==> src/rtl/csync_separator.sv <==
// ---------------------------------------------------------------------------
// csync_separator
//
// Purpose: separates an active-low composite sync into a glitch-filtered
// hsync and a width-detected vsync. It also measures the line period and
// flags loss of sync.
//
// Ports:
//   PCLK_i          sample clock; all logic runs on its rising edge
//   reset_i         synchronous, active-high reset
//   CSYNC_i         composite sync, active-low, already polarity-normalized
//   glitch_thold_i  glitch filter length G; a level must persist G+1 cycles
//   sep_thold_i     vsync separation threshold S in cycles; 0 disables vsync
//   HS_o            filtered hsync, active-low
//   VS_o            separated vsync, active-low
//   sogref_update_o one-cycle pulse per accepted csync falling edge
//   hs_period_o     cycles between the last two accepted falling edges
//   sync_lost_o     high when no transition has been seen for 2^CNT_W-1 cycles
// ---------------------------------------------------------------------------
module csync_separator #(
    parameter int CNT_W = 12
) (
    input  logic             PCLK_i,
    input  logic             reset_i,
    input  logic             CSYNC_i,
    input  logic [3:0]       glitch_thold_i,
    input  logic [CNT_W-1:0] sep_thold_i,
    output logic             HS_o,
    output logic             VS_o,
    output logic             sogref_update_o,
    output logic [CNT_W-1:0] hs_period_o,
    output logic             sync_lost_o
);

    localparam logic [CNT_W-1:0] CNT_MAX = '1;
    localparam logic [CNT_W-1:0] CNT_ONE = CNT_W'(1);

    typedef enum logic {
        VS_IDLE,
        VS_ACTIVE
    } vs_state_t;

    logic             csync_r;
    logic             csf;
    logic             csf_nxt;
    logic [4:0]       mis_cnt;
    logic [4:0]       mis_cnt_nxt;
    logic [CNT_W-1:0] low_cnt;
    logic [CNT_W-1:0] high_cnt;
    logic [CNT_W-1:0] per_cnt;
    logic             fall_now;
    logic             rise_now;
    vs_state_t        vs_state;
    vs_state_t        vs_state_nxt;

    function automatic logic [CNT_W-1:0] sat_inc(input logic [CNT_W-1:0] v);
        return (v == CNT_MAX) ? v : v + CNT_ONE;
    endfunction

    // Glitch filter: csf follows csync_r only after G+1 consecutive
    // disagreeing cycles. The >= keeps the filter sane if G is lowered
    // while a mismatch run is already longer than the new G.
    // NOTE: every signal written here gets a default first, so no path
    // through the block can leave a value unassigned and infer a latch.
    always_comb begin
        csf_nxt     = csf;
        mis_cnt_nxt = '0;
        if (csync_r != csf) begin
            if (mis_cnt >= {1'b0, glitch_thold_i}) begin
                csf_nxt = csync_r;
            end else begin
                mis_cnt_nxt = mis_cnt + 5'd1;
            end
        end
    end

    assign fall_now = csf & ~csf_nxt;
    assign rise_now = ~csf & csf_nxt;

    // Vsync detection. A falling edge that lands exactly when high_cnt
    // reaches S wins: the half-line continues and vsync stays active.
    always_comb begin
        vs_state_nxt = vs_state;
        if (sep_thold_i == '0) begin
            vs_state_nxt = VS_IDLE;
        end else begin
            case (vs_state)
                VS_IDLE:
                    if (!csf && low_cnt == sep_thold_i) vs_state_nxt = VS_ACTIVE;
                VS_ACTIVE:
                    if (high_cnt == sep_thold_i && !fall_now) vs_state_nxt = VS_IDLE;
                default:
                    vs_state_nxt = VS_IDLE;
            endcase
        end
    end

    assign VS_o = (vs_state != VS_ACTIVE);

    // NOTE: state registers use non-blocking assignments so that every
    // right-hand side reads the value from before this clock edge.
    always_ff @(posedge PCLK_i) begin
        if (reset_i) begin
            csync_r         <= 1'b1;
            csf             <= 1'b1;
            mis_cnt         <= '0;
            low_cnt         <= '0;
            high_cnt        <= '0;
            per_cnt         <= '0;
            HS_o            <= 1'b1;
            sogref_update_o <= 1'b0;
            hs_period_o     <= '0;
            sync_lost_o     <= 1'b1;
            vs_state        <= VS_IDLE;
        end else begin
            csync_r  <= CSYNC_i;
            csf      <= csf_nxt;
            mis_cnt  <= mis_cnt_nxt;
            vs_state <= vs_state_nxt;

            // HS_o lags csf by one cycle. The pulse is therefore the csf fall
            // seen one cycle late, which lines it up with the HS_o edge.
            HS_o            <= csf;
            sogref_update_o <= HS_o & ~csf;

            // Level-duration counters: 1 in the first cycle of a new level.
            if (fall_now)      low_cnt <= CNT_ONE;
            else if (rise_now) low_cnt <= '0;
            else if (!csf)     low_cnt <= sat_inc(low_cnt);

            if (rise_now)      high_cnt <= CNT_ONE;
            else if (fall_now) high_cnt <= '0;
            else if (csf)      high_cnt <= sat_inc(high_cnt);

            // Period counter: holds the cycles since the last fall when the
            // next fall arrives. After a loss the stale count is replaced
            // by the saturated value.
            if (fall_now) begin
                per_cnt     <= CNT_ONE;
                hs_period_o <= sync_lost_o ? CNT_MAX : per_cnt;
            end else begin
                per_cnt <= sat_inc(per_cnt);
            end

            if (fall_now || rise_now) begin
                sync_lost_o <= 1'b0;
            end else if (low_cnt == CNT_MAX || high_cnt == CNT_MAX) begin
                sync_lost_o <= 1'b1;
            end
        end
    end

endmodule

==> config.mk <==
export PLATFORM = sky130hd
export DESIGN_NAME = csync_separator
export DESIGN_NICKNAME = d
export VERILOG_FILES = /design/src/rtl/csync_separator.sv
export SDC_FILE = /design/constraint.sdc
export NUM_CORES = 1
export LEC_CHECK = 0
export ABC_AREA = 1
export CAP_MARGIN = 20
export CORE_ASPECT_RATIO = 0.75
export CORE_MARGIN = 2
export CORE_UTILIZATION = 40
export CTS_BUF_LIST = sky130_fd_sc_hd__clkbuf_4
export DETAILED_ROUTE_END_ITERATION = 6
export HOLD_SLACK_MARGIN = 0.1
export PLACE_DENSITY_LB_ADDON = 0.3
export SLEW_MARGIN = 20
export SYNTH_ARGS = -nofsm -noshare
export SYNTH_HDL_FRONTEND = slang
export SYNTH_SLANG_ARGS = --single-unit
==> constraint.sdc <==
create_clock -name PCLK_i -period 2.9 [get_ports PCLK_i]
set_clock_uncertainty 0.15 [all_clocks]
set_input_delay 0.58 -clock PCLK_i [delete_from_list [all_inputs] [get_ports PCLK_i]]
set_output_delay 0.58 -clock PCLK_i [all_outputs]
set_load 0.005 [all_outputs]
=== Word level (Yosys, flattened, before mapping) ===
Index checks and enable logic that the tools add are counted.

* Bits of input ports: 19
* Word-level logic and storage cells: 73
* Output and inout port bits: 16
* Flip-flop bits (word level): 59

* Add/subtract/negate cells: 4
* Order comparisons: 1
* Mux-type cells: 18
* Reduce and logical (&&, ||, !) cells: 17
* Bitwise operators: 9
* Equality and inequality tests: 10

{| class="wikitable"
|+ Operators by type and width
! cell !! number
|-
| 12-bit by 1-bit adder with 12-bit output (second input constant) || 3
|-
| 12-bit equality test (second input constant) || 3
|-
| 12-bit equality test || 2
|-
| 1-bit 2-to-1 mux || 16
|-
| 12-bit logical NOT || 1
|-
| 12-bit 2-to-1 mux || 1
|-
| 2-bit AND reduction || 4
|-
| 3-bit inequality test (second input constant) || 2
|-
| 1-bit NOT || 6
|-
| 3-bit OR reduction || 2
|-
| 5-bit by 1-bit adder with 5-bit output (second input constant) || 1
|-
| 5-bit by 4-bit greater-or-equal comparator with 1-bit output || 1
|-
| 2-bit OR reduction || 2
|-
| 1-bit bitwise AND || 3
|-
| 3-bit by 1-bit inequality test with 1-bit output (second input constant) || 1
|-
| 3-bit nonzero test || 1
|-
| 1-bit logical AND || 2
|-
| 1-bit logical NOT || 2
|-
| 1-bit logical OR || 2
|-
| 2-bit inequality test (second input constant) || 1
|-
| 1-bit one-hot mux with 2 select lines || 1
|-
| 2-bit nonzero test || 1
|-
| 1-bit inequality test || 1
|}

=== Longest topological paths before layout ===
Gate-level depths: netlist of run 1.

* Depth in word-level cells: 9
* Gate-level depth with buffers: 17
* Gate-level depth less buffers: 16

=== Least setup slack after synthesis of run 1 ===
No wires, ideal clock.

* Path type: input port to flip-flop
* From: input port glitch_thold_i[2]
* To: register hs_period_o[0]
* Stages on the path: 10
* Setup slack: 0.172 ns
* Setup time: 0.137 ns
* Data required time: 2.613 ns
* Buffers on the path: 2
* Arrival time: 2.441 ns
* Path through: inv_1 -> ha_1 -> a21oi_1 -> o21a_1 -> nand3_1 -> o21ai_0 -> ha_1 -> clkbuf_1 -> clkbuf_1 -> a31oi_1

* Longest elaborated chain between the ends: 5

{| class="wikitable"
|+ Ends and longest elaborated chain
! what !! RTL line !! source
|-
| start: declaration || 26 || <nowiki>input logic [3:0] glitch_thold_i,</nowiki>
|-
| 5-bit by 4-bit greater-or-equal comparator with 1-bit output || 69 || <nowiki>if (mis_cnt >= {1'b0, glitch_thold_i}) begin</nowiki>
|-
| 1-bit 2-to-1 mux || 69 ||
|-
| 1-bit 2-to-1 mux || 68 || <nowiki>if (csync_r != csf) begin</nowiki>
|-
| 1-bit NOT || 77 || <nowiki>assign fall_now = csf & ~csf_nxt;</nowiki>
|-
| 1-bit bitwise AND || 77 ||
|-
| named net fall_now || 51 || <nowiki>logic fall_now;</nowiki>
|-
| end signal: assignment || 140 || <nowiki>hs_period_o <= sync_lost_o ? CNT_MAX : per_cnt;</nowiki>
|-
| end: declaration || 31 || <nowiki>output logic [CNT_W-1:0] hs_period_o,</nowiki>
|}

The timed path passes the listed nets, and every way through them passes these cells.
A chain may end at the register's enable or synchronous reset.

=== Final worst setup path of run 1 ===
* From: input port glitch_thold_i[2]
* To: register low_cnt[0]

* Longest elaborated chain between the ends: 7
* Elaborated cells on any way between the ends: 11
* Classes of those cells: 1 x order compare; 2 x eq/ne; 4 x mux; 3 x bitwise; 1 x reduce/logical

{| class="wikitable"
|+ Ends and longest elaborated chain
! what !! RTL line !! source
|-
| 5-bit by 4-bit greater-or-equal comparator with 1-bit output * || 69 ||
|-
| 1-bit 2-to-1 mux * || 69 ||
|-
| 1-bit 2-to-1 mux * || 68 ||
|-
| named net csf_nxt || 45 || <nowiki>logic csf_nxt;</nowiki>
|-
| 1-bit NOT || 77 ||
|-
| 1-bit bitwise AND || 77 ||
|-
| 3-bit inequality test (no line) or 3-bit by 1-bit inequality test with 1-bit output (tied branches) || -- ||
|-
| 2-bit AND reduction (no line) || -- ||
|-
| end signal: assignment || 129 || <nowiki>else if (!csf) low_cnt <= sat_inc(low_cnt);</nowiki>
|-
| end: declaration || 48 || <nowiki>logic [CNT_W-1:0] low_cnt;</nowiki>
|}

Mark *: on every way through the listed nets, which the timed path passes. The rest lies on a longest branch.

==> results.toml, run 1 <==
[floorplanning]
io_pins = 35
fp-row-count = 28
die_y_microns = 83.1
die_area_sq_um = 9100
start_util = 0.418
coreArea_sq_um = 7990
die_w_microns = 110

[timing]
setup_viol = 0
layout_worst_path_cycle_share = 0.929
max-slew-margin-rel = 0.731
max_freq_mhz = 371
hold_viol = 0
slew_viol_final = 0
setup_ws_ps = 207
tightest_slew_ps = 403
rsz0062_at_grt = "no"
finalCriticalPeriod_ps = 2690

[run]
max-cap-violations = 0

[global_route]
grt_usage = 0.193
grt_pass1_wl_mm = 13.9
grt_max_degree = 27
antenna_found_initial = 0
grt_pass1_vias = 2899
gr-total-overflow = 0

[final_layout]
final_area_sq_um = 4040
nNetsFinal = 583
fin_util = 0.506
antennaDiodeCount = 0
filler_cell_count = 801
drive_gt1_frac = 0.0898
area_delta_synth_final_pct = 20.9

[power]
leakagePower_nw = 1.77
irDropWorstVdd_uv = 289
power.density_nw_per_um2 = 429

[placed_design]
io_buffers = 34
dpl_worst_slack_ps = -321
placed_area_sq_um = 3860
gp_congestion = 0.894
dp_hpwl_mm = 6.24

[worst_hold_path]
hold_class = "flop to flop"
min_to = "vs_state$_SDFF_PP0_"
holdCritStartpoint = "vs_state$_SDFF_PP0_"
hold_depth = 2

[drt]
drtAntennaViolNets = 0
vias = 3310
dr.pass1.iters = 6
first_iter_violations = 242
drc = 0
routedWlPerCell_microns = 12.8
vias_per_cell = 5.00
routed_wl_mm = 8.48

[setup_path]
slowest_delay_ps = 450
arrival_ps = 2900
worstPathRequired_ps = 3110
slowest_stage = "clkdlybuf4s50_1"
path_class = "input port to flop"
r2r_start = "mis_cnt[0]$_SDFF_PP0_"
critPathTopFamily = "simple AND/OR/NAND/NOR gates"
r2r-end = "low_cnt[0]$_SDFFE_PP0P_"
cp-end-kind = "flop"
timing.reg2reg.setup_slack_ps = 470
critPathMaxFanout = 3
critPathBufInv = 4
crit_path_start_kind = "input port"
rr_worst_depth = 14
worstPathCellList = "clkdlybuf4s50_1 -> inv_1 -> ha_1 -> nand4_1 -> or2_2 -> nand3_2 -> nand2_1 -> o21ai_2 -> buf_4 -> inv_1 -> ha_4 -> nand4_1 -> nand3_1 -> nand2_1 -> nor2_1"

[yosys]
syn_area_sq_um = 3340
synth_seq_cells = 59
synth_fp_nets = 535
ys_seq_area_frac = 0.354
syn_area_per_cell_sq_um = 6.63
syn_inst = 504
ys.warnings.count = 0
ys_types = 28

[run_status]
status = "completed"

[clock_tree]
h-tree-depth = 3
clk_latency_ps = 410
cts_buffers = 9
post_cts_buffers = 0
clkTransAtPathRegs_ps = 110
root_buffer = "clkbuf_4"
clockBufferDepth = 2
cts_tree = "done"
cts.sinks = 59
routing by layer:
| metal | global-route usage | up-vias | wire length, microns |
|---|---|---|---|
| met5 | 0 | - | 0 |
| met4 | 0.0529 | 0 | 119 |
| met3 | 0.0487 | 13 | 451 |
| met2 | 0.279 | 87 | 3630 |
| met1 | 0.281 | 1501 | 4280 |
| li1 | - | 1709 | - |
flip-flops by register name (all words and copies together), names as in the netlist:
| name | cells |
|---|---|
| sogref_update_o | 1 |
| csf | 1 |
| sync_lost_o | 1 |
| mis_cnt | 5 |
| low_cnt | 12 |
| high_cnt | 12 |
| hs_period_o | 12 |
| per_cnt | 12 |
| HS_o | 1 |
| csync_r | 1 |
| vs_state | 1 |
how the worst max path moves through the flow:
stage	startpoint	end	cells after the start
final	glitch_thold_i[2]	low_cnt[0]$_SDFFE_PP0P_	15
after global routing	glitch_thold_i[2]	low_cnt[0]$_SDFFE_PP0P_	15
after CTS	glitch_thold_i[2]	low_cnt[0]$_SDFFE_PP0P_	13
after detailed placement	glitch_thold_i[2]	low_cnt[0]$_SDFFE_PP0P_	13
after floorplan	glitch_thold_i[2]	hs_period_o[0]$_SDFFE_PP0P_	10
after global placement	glitch_thold_i[1]	high_cnt[1]$_SDFFE_PP0P_	15
Yosys cell counts:
library cell  count  area share
nor2_1           72       0.081
ha_1             12       0.045
nand4_1           7       0.013
a21oi_2           1      0.0026
nor2_2            1      0.0019
nand3_1          32       0.048
o21ai_0          40       0.060
or2_2             2      0.0037
nand3_2           2      0.0060
a31oi_1          11       0.021
nand2_4           3       0.010
nand2_1         117        0.13
inv_1            78       0.088
dfxtp_1          59        0.35
o211ai_1          2      0.0045
a21oi_1          26       0.039
buf_2             3      0.0045
inv_2             3      0.0034
xor2_1            8       0.021
nor4_1            3      0.0056
nand2_2           2      0.0037
nor3_4            2      0.0097
nand3_4           2       0.010
nor2_4            3       0.010
xnor2_1           4       0.010
o21a_1            1      0.0022
nor3_1            4      0.0060
clkbuf_1          4      0.0045
layout make-up:
type	count	area, sq um	area share
Clock buffer	10	75.1	0.0186
Timing Repair Buffer	44	415	0.103
Sequential cell	59	1180	0.292
Tap cell	105	131	0.0325
Multi-Input combinational cell	357	1850	0.458
Clock inverter	6	80.1	0.0198
Inverter	81	304	0.0753
timing repair:
item,CTS,global route
setup endpoints to repair,0,9
hold buffers,0,0
resized for setup,0,6
per-stage QoR:
step	TNS (ps)	hold slack (ps)	power [W]	std cells
6_report	0	323	0.00173	662
5_1_grt	0	342	0.00181	662
4_1_cts	0	316	0.00175	662
3_5_place_dp	-9400	301	0.00108	646
3_3_place_gp	-7130	301	0.00107	646
2_1_floorplan	0	280	0.000978	504
power by group:
group / leakage, nW / switching, W / internal [W]
sequential: 0.478 / 0.0000248 / 0.000834
combinational: 1.21 / 0.000109 / 0.0000969
clock: 0.0815 / 0.000317 / 0.000352
worst min-delay path: stages (launching register included):
cell,delay [ps]
dfxtp_1,330
nand2_1,60
a21oi_1,50
cells in the final DEF (no fill, tap or decap), drive strengths merged:
cell / count
clkinvlp: 1
a21oi: 27
inv: 81
xor2: 8
dfxtp: 59
ha: 12
nor3: 6
clkdlybuf4s50: 34
nor2: 76
nand2: 122
o211ai: 2
o21ai: 40
nand3: 36
nor4: 3
clkinv: 3
nand4: 7
a31oi: 11
xnor2: 4
bufinv: 2
clkbuf: 10
o21a: 1
buf: 10
or2: 2
kinds of logic after synthesis:
logic type	share of synthesized area
DFF	0.354
buffers and inverters	0.100
adders and majority gates	0.0450
xor gates and xnor gates	0.0315
AOI/OAI and AO/OA	0.129
and+or+nand+nor	0.341
Power figures use the tool's default switching activity.
==> inputs of run 2 (changes only) <==
--- a/config.mk
+++ b/config.mk
@@ -8,8 +8,7 @@
 export ABC_AREA = 1
 export CAP_MARGIN = 20
 export CORE_ASPECT_RATIO = 0.75
-export CORE_MARGIN = 2
-export CORE_UTILIZATION = 40
+export CORE_UTILIZATION = 30
 export CTS_BUF_LIST = sky130_fd_sc_hd__clkbuf_4
 export DETAILED_ROUTE_END_ITERATION = 6
 export HOLD_SLACK_MARGIN = 0.1
==> run 2 against run 1 <==
Against the previous run: largest cell class unchanged; combinational power rose by 2%; count of clock-buffer cells in the layout down 1; via count fell by 2.0%; clock power grew 1%; sequential share of layout area decreased by 0.60 points; sequential power about the same; register-to-register slack lost 40 ps; hold slack worse by 13 ps; critical path depth unchanged; first-iteration DRC count up 29%.
==> results.toml, run 2 (same netlist as run 1, synthesis figures left out) <==
[setup_path]
cp-end-kind = "flop"
worstPathCellList = "clkdlybuf4s50_1 -> inv_1 -> ha_1 -> nand4_1 -> or2_2 -> nand3_1 -> nand2_1 -> o21ai_2 -> buf_4 -> inv_1 -> ha_4 -> buf_4 -> nand3_2 -> a21oi_2 -> nor2_1"
critPathMaxFanout = 3
path_class = "input port to flop"
crit_path_start_kind = "input port"
worstPathRequired_ps = 3070
timing.reg2reg.setup_slack_ps = 430
slowest_stage = "clkdlybuf4s50_1"
arrival_ps = 2900
slowest_delay_ps = 450

[final_layout]
final_area_sq_um = 4120
fin_util = 0.390
mostFrequentLayoutCell = "nand2_1"
multiInputGateArea_sq_um = 1860
nNetsFinal = 587
mostFrequentLayoutCells = "nand2_1 (117), inv_1 (78), nor2_1 (71), dfxtp_1 (59), o21ai_0 (39)"
drive_gt1_frac = 0.0980
antennaDiodeCount = 0
filler_cell_count = 1156
area_delta_synth_final_pct = 23.5
regArea_sq_um = 1180

[global_route]
grt_usage = 0.165
grt_pass1_wl_mm = 14.7
gr-total-overflow = 0
antenna_found_initial = 0
grt_util_met3 = 0.0409
met1_usage = 0.233
grt_max_degree = 27
grt.busiest_layer = "met2"
grt_pass1_vias = 3089
grtUsageMet2 = 0.241

[drt]
first_iter_violations = 312
vias = 3243
drtAntennaViolNets = 0
dr.pass1.iters = 4
vias_per_cell = 4.65
routedWlPerCell_microns = 12.4
drc = 0
routed_wl_mm = 8.61

[clock_tree]
ctsHoldBuffers = 0
cts_tree = "done"
clockBufferDepth = 2
clk_latency_ps = 420
cts_buffers = 9
cts.sinks = 59
root_buffer = "clkbuf_4"
h-tree-depth = 3
clkTransAtPathRegs_ps = 110

[timing]
setup_viol = 0
max-slew-margin-rel = 0.729
tightest_slew_ps = 406
setup_ws_ps = 162
finalCriticalPeriod_ps = 2740
layout_worst_path_cycle_share = 0.944
hold_ws_ps = 310
max_freq_mhz = 365
hold_viol = 0
rsz0062_at_grt = "no"
slew_viol_final = 0

[floorplanning]
fp-row-count = 32
die_w_microns = 124
die_area_sq_um = 11600
die_y_microns = 93.4
start_util = 0.316
coreArea_sq_um = 10600
io_pins = 35

[power]
leakagePower_nw = 1.78
power.total_w = 0.00175
irDropWorstVdd_uv = 216
power.density_nw_per_um2 = 423

[worst_hold_path]
hold_class = "flop to flop"

[placed_design]
dp_hpwl_mm = 6.50
dpl_worst_slack_ps = -380
gp_congestion = 0.851
io_buffers = 34
placed_area_sq_um = 3920

[run]
max-cap-violations = 0

[run_status]
status = "completed"
[run 2: cell types whose count changed in the layout (fill, tap and decap cells not counted), sizes merged]
cell,before,now
clkinv,3,4
clkbuf,10,9
buf,10,14
[run 2: layout make-up]
class / instances / share of cell area
Multi-Input combinational cell: 357 / 0.451
Sequential cell: 59 / 0.286
Timing Repair Buffer: 48 / 0.109
Inverter: 81 / 0.0737
Tap cell: 136 / 0.0413
Clock inverter: 7 / 0.0225
Clock buffer: 9 / 0.0164
[run 2: metal layers]
layer / routed length, microns / share of wire
met1: 4420 / 0.51
met4: 105 / 0.012
met5: 0 / 0
met3: 441 / 0.051
met2: 3650 / 0.42
[run 2: metrics by stage]
| stage | cells | setup TNS, ps |
|---|---|---|
| 3_5_place_dp | 680 | -8850 |
| 6_report | 697 | 0 |
| 3_3_place_gp | 680 | -6520 |
| 4_1_cts | 696 | 0 |
| 2_1_floorplan | 504 | 0 |
| 5_1_grt | 697 | 0 |
[run 2: worst paths after layout]
check / start / endpoint / cells past startpoint
min: vs_state$_SDFF_PP0_ / vs_state$_SDFF_PP0_ / 2
min reg2reg: vs_state$_SDFF_PP0_ / vs_state$_SDFF_PP0_ / 2
max reg2reg: mis_cnt[0]$_SDFF_PP0_ / high_cnt[0]$_SDFFE_PP0P_ / 14
max: glitch_thold_i[1] / high_cnt[0]$_SDFFE_PP0P_ / 15
[run 2: what timing repair did]
action / CTS / global route
setup buffers: 0 / 1
resized for setup: 0 / 9
setup endpoints to repair: 0 / 32
[run 2: power breakdown]
group	internal (W)	total, W	switching [W]
sequential	0.000834	0.000856	0.0000228
clock	0.000346	0.000679	0.000333
combinational	0.000101	0.000211	0.000110
total	0.00128	0.00175	0.000465
[run 2: critical path, delay by kind of cell]
kind	cells	cell delay (ps)
compound gates	2	220
simple gates	6	740
fa+ha+maj	2	560
buf+inv	5	800
